### config.mk
export PLATFORM = sky130hd
export DESIGN_NAME = mem_access_ctrl
export DESIGN_NICKNAME = d
export VERILOG_FILES = /design/src/rtl/mem_access_ctrl.sv
export SDC_FILE = /design/constraint.sdc
export NUM_CORES = 1
export LEC_CHECK = 0
export BUFFER_PORTS_ARGS = -buffer_cell sky130_fd_sc_hd__buf_2
export CAP_MARGIN = 25
export CORE_UTILIZATION = 49
export DETAILED_ROUTE_END_ITERATION = 8
export PLACE_DENSITY = 0.81
export SLEW_MARGIN = 5
export SYNTH_ARGS = -nofsm -noshare
export SYNTH_HDL_FRONTEND = slang
export SYNTH_SLANG_ARGS = --single-unit
export TNS_END_PERCENT = 1
### constraint.sdc
create_clock -name clk -period 3.05 [get_ports clk]
set_clock_uncertainty 0.2 [all_clocks]
set_input_delay 0.4575 -clock clk [delete_from_list [all_inputs] [get_ports clk]]
set_output_delay 0.4575 -clock clk [all_outputs]
set_load 0.05 [all_outputs]
### src/rtl/mem_access_ctrl.sv
// mem_access_ctrl: EX-to-EX/MEM memory access control. Runs one req/ack data-bus
// transaction per load/store, formats load data, stalls the pipeline and flags faults.
`default_nettype none

module mem_access_ctrl #(
  parameter int DATA_W  = 32,
  parameter int ADDR_W  = 32,
  parameter int TIMEOUT = 16
) (
  input  logic              clk,
  input  logic              reset,
  input  logic              ex_valid,
  input  logic              ex_load,
  input  logic              ex_store,
  input  logic [2:0]        ex_funct3,
  input  logic [ADDR_W-1:0] ex_alu_out,
  input  logic [DATA_W-1:0] ex_store_data,
  output logic              mem_stall,
  output logic [DATA_W-1:0] mem_data_to_gpr,
  output logic              mem_done,
  output logic              mem_misalign,
  output logic              mem_bus_err,
  output logic              dbus_req,
  output logic              dbus_we,
  output logic [ADDR_W-1:0] dbus_addr,
  output logic [3:0]        dbus_be,
  output logic [DATA_W-1:0] dbus_wdata,
  input  logic              dbus_ack,
  input  logic [DATA_W-1:0] dbus_rdata
);

  localparam logic [1:0] S_IDLE = 2'd0;
  localparam logic [1:0] S_WAIT = 2'd1;
  localparam logic [1:0] S_DONE = 2'd2;

  localparam int          CNT_W    = $clog2(TIMEOUT + 1);
  localparam logic [CNT_W-1:0] CNT_LAST = CNT_W'(TIMEOUT - 1);

  logic [1:0]        state_q, state_d;
  logic [CNT_W-1:0]  cnt_q, cnt_d;
  logic              req_q, req_d;
  logic              we_q, we_d;
  logic [ADDR_W-1:0] addr_q, addr_d;
  logic [3:0]        be_q, be_d;
  logic [DATA_W-1:0] wdata_q, wdata_d;
  logic [DATA_W-1:0] gpr_q, gpr_d;
  logic              done_q, done_d;
  logic              mis_q, mis_d;
  logic              err_q, err_d;
  logic              ld_q, ld_d;
  logic [2:0]        f3_q, f3_d;
  logic [1:0]        off_q, off_d;

  logic              access;
  logic              is_byte, is_half;
  logic              misaligned;
  logic [3:0]        st_be;
  logic [DATA_W-1:0] st_wdata;
  logic [7:0]        ld_byte;
  logic [15:0]       ld_half;
  logic [DATA_W-1:0] ld_fmt;

  assign access  = ex_valid & (ex_load | ex_store);
  // Size comes from funct3[1:0]; every encoding other than B/H behaves as a word.
  assign is_byte = (ex_funct3[1:0] == 2'b00);
  assign is_half = (ex_funct3[1:0] == 2'b01);

  always_comb begin
    misaligned = 1'b0;
    if (is_half) begin
      misaligned = ex_alu_out[0];
    end else if (!is_byte) begin
      misaligned = (ex_alu_out[1:0] != 2'b00);
    end
  end

  always_comb begin
    st_be    = 4'b1111;
    st_wdata = ex_store_data;
    if (is_byte) begin
      st_be    = 4'b0001 << ex_alu_out[1:0];
      st_wdata = {(DATA_W/8){ex_store_data[7:0]}};
    end else if (is_half) begin
      st_be    = ex_alu_out[1] ? 4'b1100 : 4'b0011;
      st_wdata = {(DATA_W/16){ex_store_data[15:0]}};
    end
  end

  always_comb begin
    case (off_q)
      2'd0:    ld_byte = dbus_rdata[7:0];
      2'd1:    ld_byte = dbus_rdata[15:8];
      2'd2:    ld_byte = dbus_rdata[23:16];
      default: ld_byte = dbus_rdata[31:24];
    endcase
    ld_half = off_q[1] ? dbus_rdata[31:16] : dbus_rdata[15:0];
  end

  always_comb begin
    ld_fmt = dbus_rdata;
    if (f3_q[1:0] == 2'b00) begin
      ld_fmt = f3_q[2] ? {{(DATA_W-8){1'b0}}, ld_byte}
                       : {{(DATA_W-8){ld_byte[7]}}, ld_byte};
    end else if (f3_q[1:0] == 2'b01) begin
      ld_fmt = f3_q[2] ? {{(DATA_W-16){1'b0}}, ld_half}
                       : {{(DATA_W-16){ld_half[15]}}, ld_half};
    end
  end

  always_comb begin
    state_d   = state_q;
    cnt_d     = cnt_q;
    req_d     = req_q;
    we_d      = we_q;
    addr_d    = addr_q;
    be_d      = be_q;
    wdata_d   = wdata_q;
    gpr_d     = gpr_q;
    done_d    = 1'b0;
    mis_d     = 1'b0;
    err_d     = 1'b0;
    ld_d      = ld_q;
    f3_d      = f3_q;
    off_d     = off_q;
    mem_stall = 1'b0;

    case (state_q)
      S_IDLE: begin
        mem_stall = access;
        if (access) begin
          if (misaligned) begin
            state_d = S_DONE;
            done_d  = 1'b1;
            mis_d   = 1'b1;
          end else begin
            state_d = S_WAIT;
            cnt_d   = '0;
            req_d   = 1'b1;
            // A load wins when both load and store are flagged.
            we_d    = ~ex_load;
            addr_d  = {ex_alu_out[ADDR_W-1:2], 2'b00};
            be_d    = ex_load ? 4'b1111 : st_be;
            wdata_d = ex_load ? '0 : st_wdata;
            ld_d    = ex_load;
            f3_d    = ex_funct3;
            off_d   = ex_alu_out[1:0];
          end
        end
      end

      S_WAIT: begin
        mem_stall = 1'b1;
        if (dbus_ack) begin
          req_d   = 1'b0;
          state_d = S_DONE;
          done_d  = 1'b1;
          if (ld_q) begin
            gpr_d = ld_fmt;
          end
        end else if (cnt_q == CNT_LAST) begin
          req_d   = 1'b0;
          gpr_d   = '0;
          err_d   = 1'b1;
          done_d  = 1'b1;
          state_d = S_DONE;
        end else begin
          cnt_d = cnt_q + 1'b1;
        end
      end

      S_DONE: begin
        state_d = S_IDLE;
      end

      default: begin
        state_d = S_IDLE;
      end
    endcase
  end

  always_ff @(posedge clk or negedge reset) begin
    if (!reset) begin
      state_q <= S_IDLE;
      cnt_q   <= '0;
      req_q   <= 1'b0;
      we_q    <= 1'b0;
      addr_q  <= '0;
      be_q    <= 4'b0000;
      wdata_q <= '0;
      gpr_q   <= '0;
      done_q  <= 1'b0;
      mis_q   <= 1'b0;
      err_q   <= 1'b0;
      ld_q    <= 1'b0;
      f3_q    <= 3'b000;
      off_q   <= 2'b00;
    end else begin
      state_q <= state_d;
      cnt_q   <= cnt_d;
      req_q   <= req_d;
      we_q    <= we_d;
      addr_q  <= addr_d;
      be_q    <= be_d;
      wdata_q <= wdata_d;
      gpr_q   <= gpr_d;
      done_q  <= done_d;
      mis_q   <= mis_d;
      err_q   <= err_d;
      ld_q    <= ld_d;
      f3_q    <= f3_d;
      off_q   <= off_d;
    end
  end

  assign mem_data_to_gpr = gpr_q;
  assign mem_done        = done_q;
  assign mem_misalign    = mis_q;
  assign mem_bus_err     = err_q;
  assign dbus_req        = req_q;
  assign dbus_we         = we_q;
  assign dbus_addr       = addr_q;
  assign dbus_be         = be_q;
  assign dbus_wdata      = wdata_q;

endmodule

`default_nettype wire

Word-level counts from Yosys, hierarchy flattened
Index checks and enable logic that the tools add are counted.

Bits in registers: 116. Latch bits: 0. Bits in writable memories: 0. Memory bits (read-only): 0. Input bits: 105. Output and inout port bits: 106. Logic and storage cells: 86. Memories: 0.

Add/sub/neg operators: 1. $mul: 0. Div/mod/pow operators: 0. $lt $le $gt $ge: 0. Equal/unequal tests: 12. Shifts and indexed selects: 1. Mux-type cells: 42. Bitwise operators: 4. Reduce and logical (&&, ||, !) cells: 12.

Operators by type and width (number): $mux 32 (10); $pmux 8 s3 (1); $mux 5 (4); $mux 16 (1); $mux 4 (4); $mux 1 (13); $pmux 5 s2 (1); $eq 2x1->1 const B (4); $logic_not 2->1 (4); $mux 2 (4); $ne 2x2->1 const B (4); $pmux 1 s2 (3); $reduce_and 3->1 (2); $reduce_bool 2->1 (3); $add 5x1->5 const B (1); $eq 5x4->1 const B (1); $reduce_and 5->1 (1); $pmux 2 s2 (1); $reduce_and 4->1 (1); $shl 1x2->4 const A (1); $ne 3x3->1 const B (1); $eq 2x2->1 const B (1); $ne 2x1->1 const B (1); $not 1->1 (2); 3 further kinds (3).

Logic depth before layout (Yosys ltp)
Depth after elaboration: 6. Depth in mapped cells: 8. Depth with buffers taken out: 7.

Least setup slack after synthesis
No wires, ideal clock.

Kind: input -> output. From: input ex_load. To: output mem_stall. Data arrival time: 1622 ps. Required time: 2392 ps. Path slack: 771 ps. Cell stages on the path: 3. Path buffers: 1. Path through: clkbuf_1 > o21ai_0 > a21oi_1.

Longest elaborated chain between the ends: 3.

Ends and longest elaborated chain: start, declared (RTL line 13) `input logic ex_load,`; $or 1x1->1 (RTL line 63) `assign access = ex_valid & (ex_load | ex_store);`; $and 1x1->1 (RTL line 63); $pmux 1 s2 (RTL line 127) `case (state_q)`; end, declared (RTL line 18) `output logic mem_stall,`.

No other way between the ends.

Final worst setup path
From: register cnt_q[0]. To: register cnt_q[3].

Longest elaborated chain between the ends: 4. Elaborated cells on any way between the ends: 7. Classes of those cells: add/sub: 1; eq/ne: 2; mux: 3; reduce/logical: 1.

Ends and longest elaborated chain: start, declared (RTL line 40) `logic [CNT_W-1:0] cnt_q, cnt_d;`; start signal, assigned (RTL line 199) `cnt_q <= cnt_d;`; $add 5x1->5 (RTL line 167) `cnt_d = cnt_q + 1'b1;`; $mux 5 (RTL line 160) `end else if (cnt_q == CNT_LAST) begin`; $mux 5 (RTL line 153) `if (dbus_ack) begin`; $pmux 5 s2 (RTL line 127).

Several ways; a longest one is shown, not always the timed one. The select of a mux whose other input is x is not followed. A chain may end at the register's enable or synchronous reset.

==> impl_metrics.tcl <==
set metrics [dict create \
    cts_root_buf "clkbuf_16" \
    n_antenna_cell 0 \
    p_leak_nw 3.671 \
    drc 0 \
    synth-async-reset-ratio 1.000 \
    coreArea_um2 10980 \
    finalInstanceArea_um2 7352 \
    syn-cell-area_um2 5587 \
    htree_levels 4 \
    antenna_found_initial 0 \
    wire_per_inst_um 17.17 \
    ys_top_cells_by_count "dfrtp_1 (116), nand2_1 (53), mux2_1 (36), nand2b_1 (27)" \
    fin_nets 802 \
    layout.cells.non_filler 847 \
    cp_data_arrival_time_ns 2.44 \
    placed_area_um2 6720 \
    yosysUniqueCellTypes 48 \
    wl_um 14540 \
    grt_max_degree 67 \
    io_pins 211 \
    clock_path_buffers 2 \
    clk_pin_slew_ns 0.05 \
    cts_made_buffers 17 \
    cts_sinks 116 \
    multiInputGateArea_um2 2419 \
    rows 38 \
    initial_core_util 0.5087 \
    die_h_um 108.8 \
    drive_gt1_frac 0.3678 \
    synth_edf_count 0 \
    pre_cts_slack_ns 0.6814 \
    crit_required_ns 3.14 \
    run_status "completed" \
    synth_seq_area_share 0.5196 \
    rsz0062_at_grt "false" \
    portBuffers 208 \
    crit_path_start_kind "flip-flop" \
    die_area_um2 11830 \
    first_global_vias 4798 \
    path_max_fanout 4 \
    first_iter_violations 352 \
    setup_ws_ns 0.6965 \
    setup_viol 0 \
    finalCriticalPeriod_ns 2.354 \
    dieWidth_um 108.8 \
    powerDensity_nw_per_um2 1082 \
    yosysMostFrequentCell "dfrtp_1" \
    finalHoldViolCount 0 \
    place_congestion 0.8115 \
    irDropWorstVdd_mv 0.8556 \
    worst_slew_pin_slew_ns 0.7449 \
    syn_inst 496 \
    cts_setup_buffers 0 \
    ys_ff_latch 116 \
    cts_tree "yes" \
    regArea_um2 2903 \
    crit_type "reg -> reg" \
    synth_area_leaders "dfrtp_1 (52%), mux2_1 (7.3%), mux2i_1 (4.3%), nand2_1 (3.6%), a22o_1 (3.3%)" \
    grt-ovfl-total 0 \
    cp-end-kind "flip-flop" \
    placed_cells 815 \
    fin_tns_setup_ns 0 \
    yosys_warnings 0 \
    cap_violations 0 \
    max_freq_mhz 424.9 \
    area_delta_synth_final_pct 31.60 \
    track_usage 0.2551 \
    insertion_delay_ns 0.40 \
    holdWs_ns 0.06296 \
    hp-class "in -> reg" \
    drt_first_pass_iters 5 \
    final-max-slew-violation-count 0 \
    synth_largest_area_cell "dfrtp_1" \
    fill_cells 854 \
    grt_pass1_wl_um 22930 \
    synth_area_per_cell_um2 11.26 \
    antenna_left 0 \
    hpwl_um 10710 \
    synth_ff_type "dfrtp_1" \
    routed_via_density 5.634 \
    fin_crit_sh 0.7717 \
    vias 4772 \
    synth_top_area_share 0.5196 \
    maxSlewHeadroom 0.5034 \
]
-- final cells by class --
type / count / area share
Clock buffer: 19 / 0.06025
Clock inverter: 12 / 0.02434
Inverter: 20 / 0.01021
Multi-Input combinational cell: 322 / 0.3290
Sequential cell: 116 / 0.3948
Tap cell: 140 / 0.02383
Timing Repair Buffer: 218 / 0.1576
-- placed cells by master (no fill, tap or decap), types with 4 or more instances in the layout --
master,count
o22ai_1,7
nand2_1,53
a21oi_1,20
inv_1,20
buf_2,207
clkbuf_16,17
o21ai_1,6
o21ai_0,20
nor2_1,21
mux2i_1,24
bufinv_16,4
buf_4,7
nand2b_1,27
a221o_1,7
mux4_1,7
a22o_1,21
mux2_1,36
dfrtp_1,116
o32ai_1,7
o31ai_1,24
-- power breakdown --
part	internal, mW	switching (mW)	total, mW
clock	1.39	0.691	2.08
combinational	0.905	2.51	3.42
sequential	2.07	0.391	2.46
-- state kept, by name, indices dropped and copies added (netlist names) --
register         count
dbus_wdata          32
mem_data_to_gpr     32
dbus_addr           30
cnt_q                5
dbus_be              4
f3_q                 3
off_q                2
state_q              2
dbus_req             1
dbus_we              1
ld_q                 1
mem_bus_err          1
mem_done             1
mem_misalign         1
-- metrics by stage --
| step | utilization | power (mW) |
|---|---|---|
| 2_1_floorplan | - | 5.033 |
| 3_3_place_gp | 0.6119 | 5.808 |
| 3_5_place_dp | 0.6119 | 5.912 |
| 4_1_cts | 0.6694 | 8.018 |
| 5_1_grt | 0.6694 | 8.329 |
| 6_report | 0.6694 | 7.957 |
-- cell families (layout without fill, tap and decap cells) --
family | after synthesis | count (layout) | share of synthesized area
AOI/OAI and AO/OA | 126 | 126 | 0.1624
xor gates and xnor gates | 2 | 2 | 0.003136
adders and majority gates | 2 | 2 | 0.004479
buffers and inverters | 59 | 269 | 0.04815
DFF | 116 | 116 | 0.5196
muxes | 70 | 70 | 0.1566
other | 1 | 2 | 0.0006712
and+or+nand+nor | 120 | 120 | 0.1050
-- final timing paths --
path,from,to,slack (ns),cells past startpoint
min reg2reg,dbus_wdata[21]$_DFFE_PN0P_,dbus_wdata[21]$_DFFE_PN0P_,0.27,2
min in group asynchronous,reset,dbus_addr[7]$_DFFE_PN0P_,0.47,2
min,ex_alu_out[24],dbus_addr[24]$_DFFE_PN0P_,0.06,2
max,cnt_q[0]$_DFFE_PN0P_,cnt_q[3]$_DFFE_PN0P_,0.70,7
max in group asynchronous,reset,mem_data_to_gpr[29]$_DFFE_PN0P_,1.40,3
max reg2reg,cnt_q[0]$_DFFE_PN0P_,cnt_q[3]$_DFFE_PN0P_,0.70,7
-- critical path: stages, from the launching register on --
cell and delay [ns]:
dfrtp_1 0.41, ha_1 0.22, and3_1 0.18, ha_1 0.22
nor4b_1 0.51, nand4_1 0.20, xnor2_1 0.15, and2_1 0.15
-- metal layers --
metal	vias up	track usage	share of wire
met5	-	0	0
met4	0	0.1023	0.027
met3	45	0.08428	0.086
met2	250	0.4299	0.49
met1	2295	0.3000	0.39
li1	2182	-	-
-- repair_timing --
action                                  in CTS  in global routing
endpoints found under the setup margin       0                  0
resized for setup                            0                  0
hold buffers                                 1                  0
endpoints found under the hold margin       53                  0
Power figures use the tool's default switching activity.
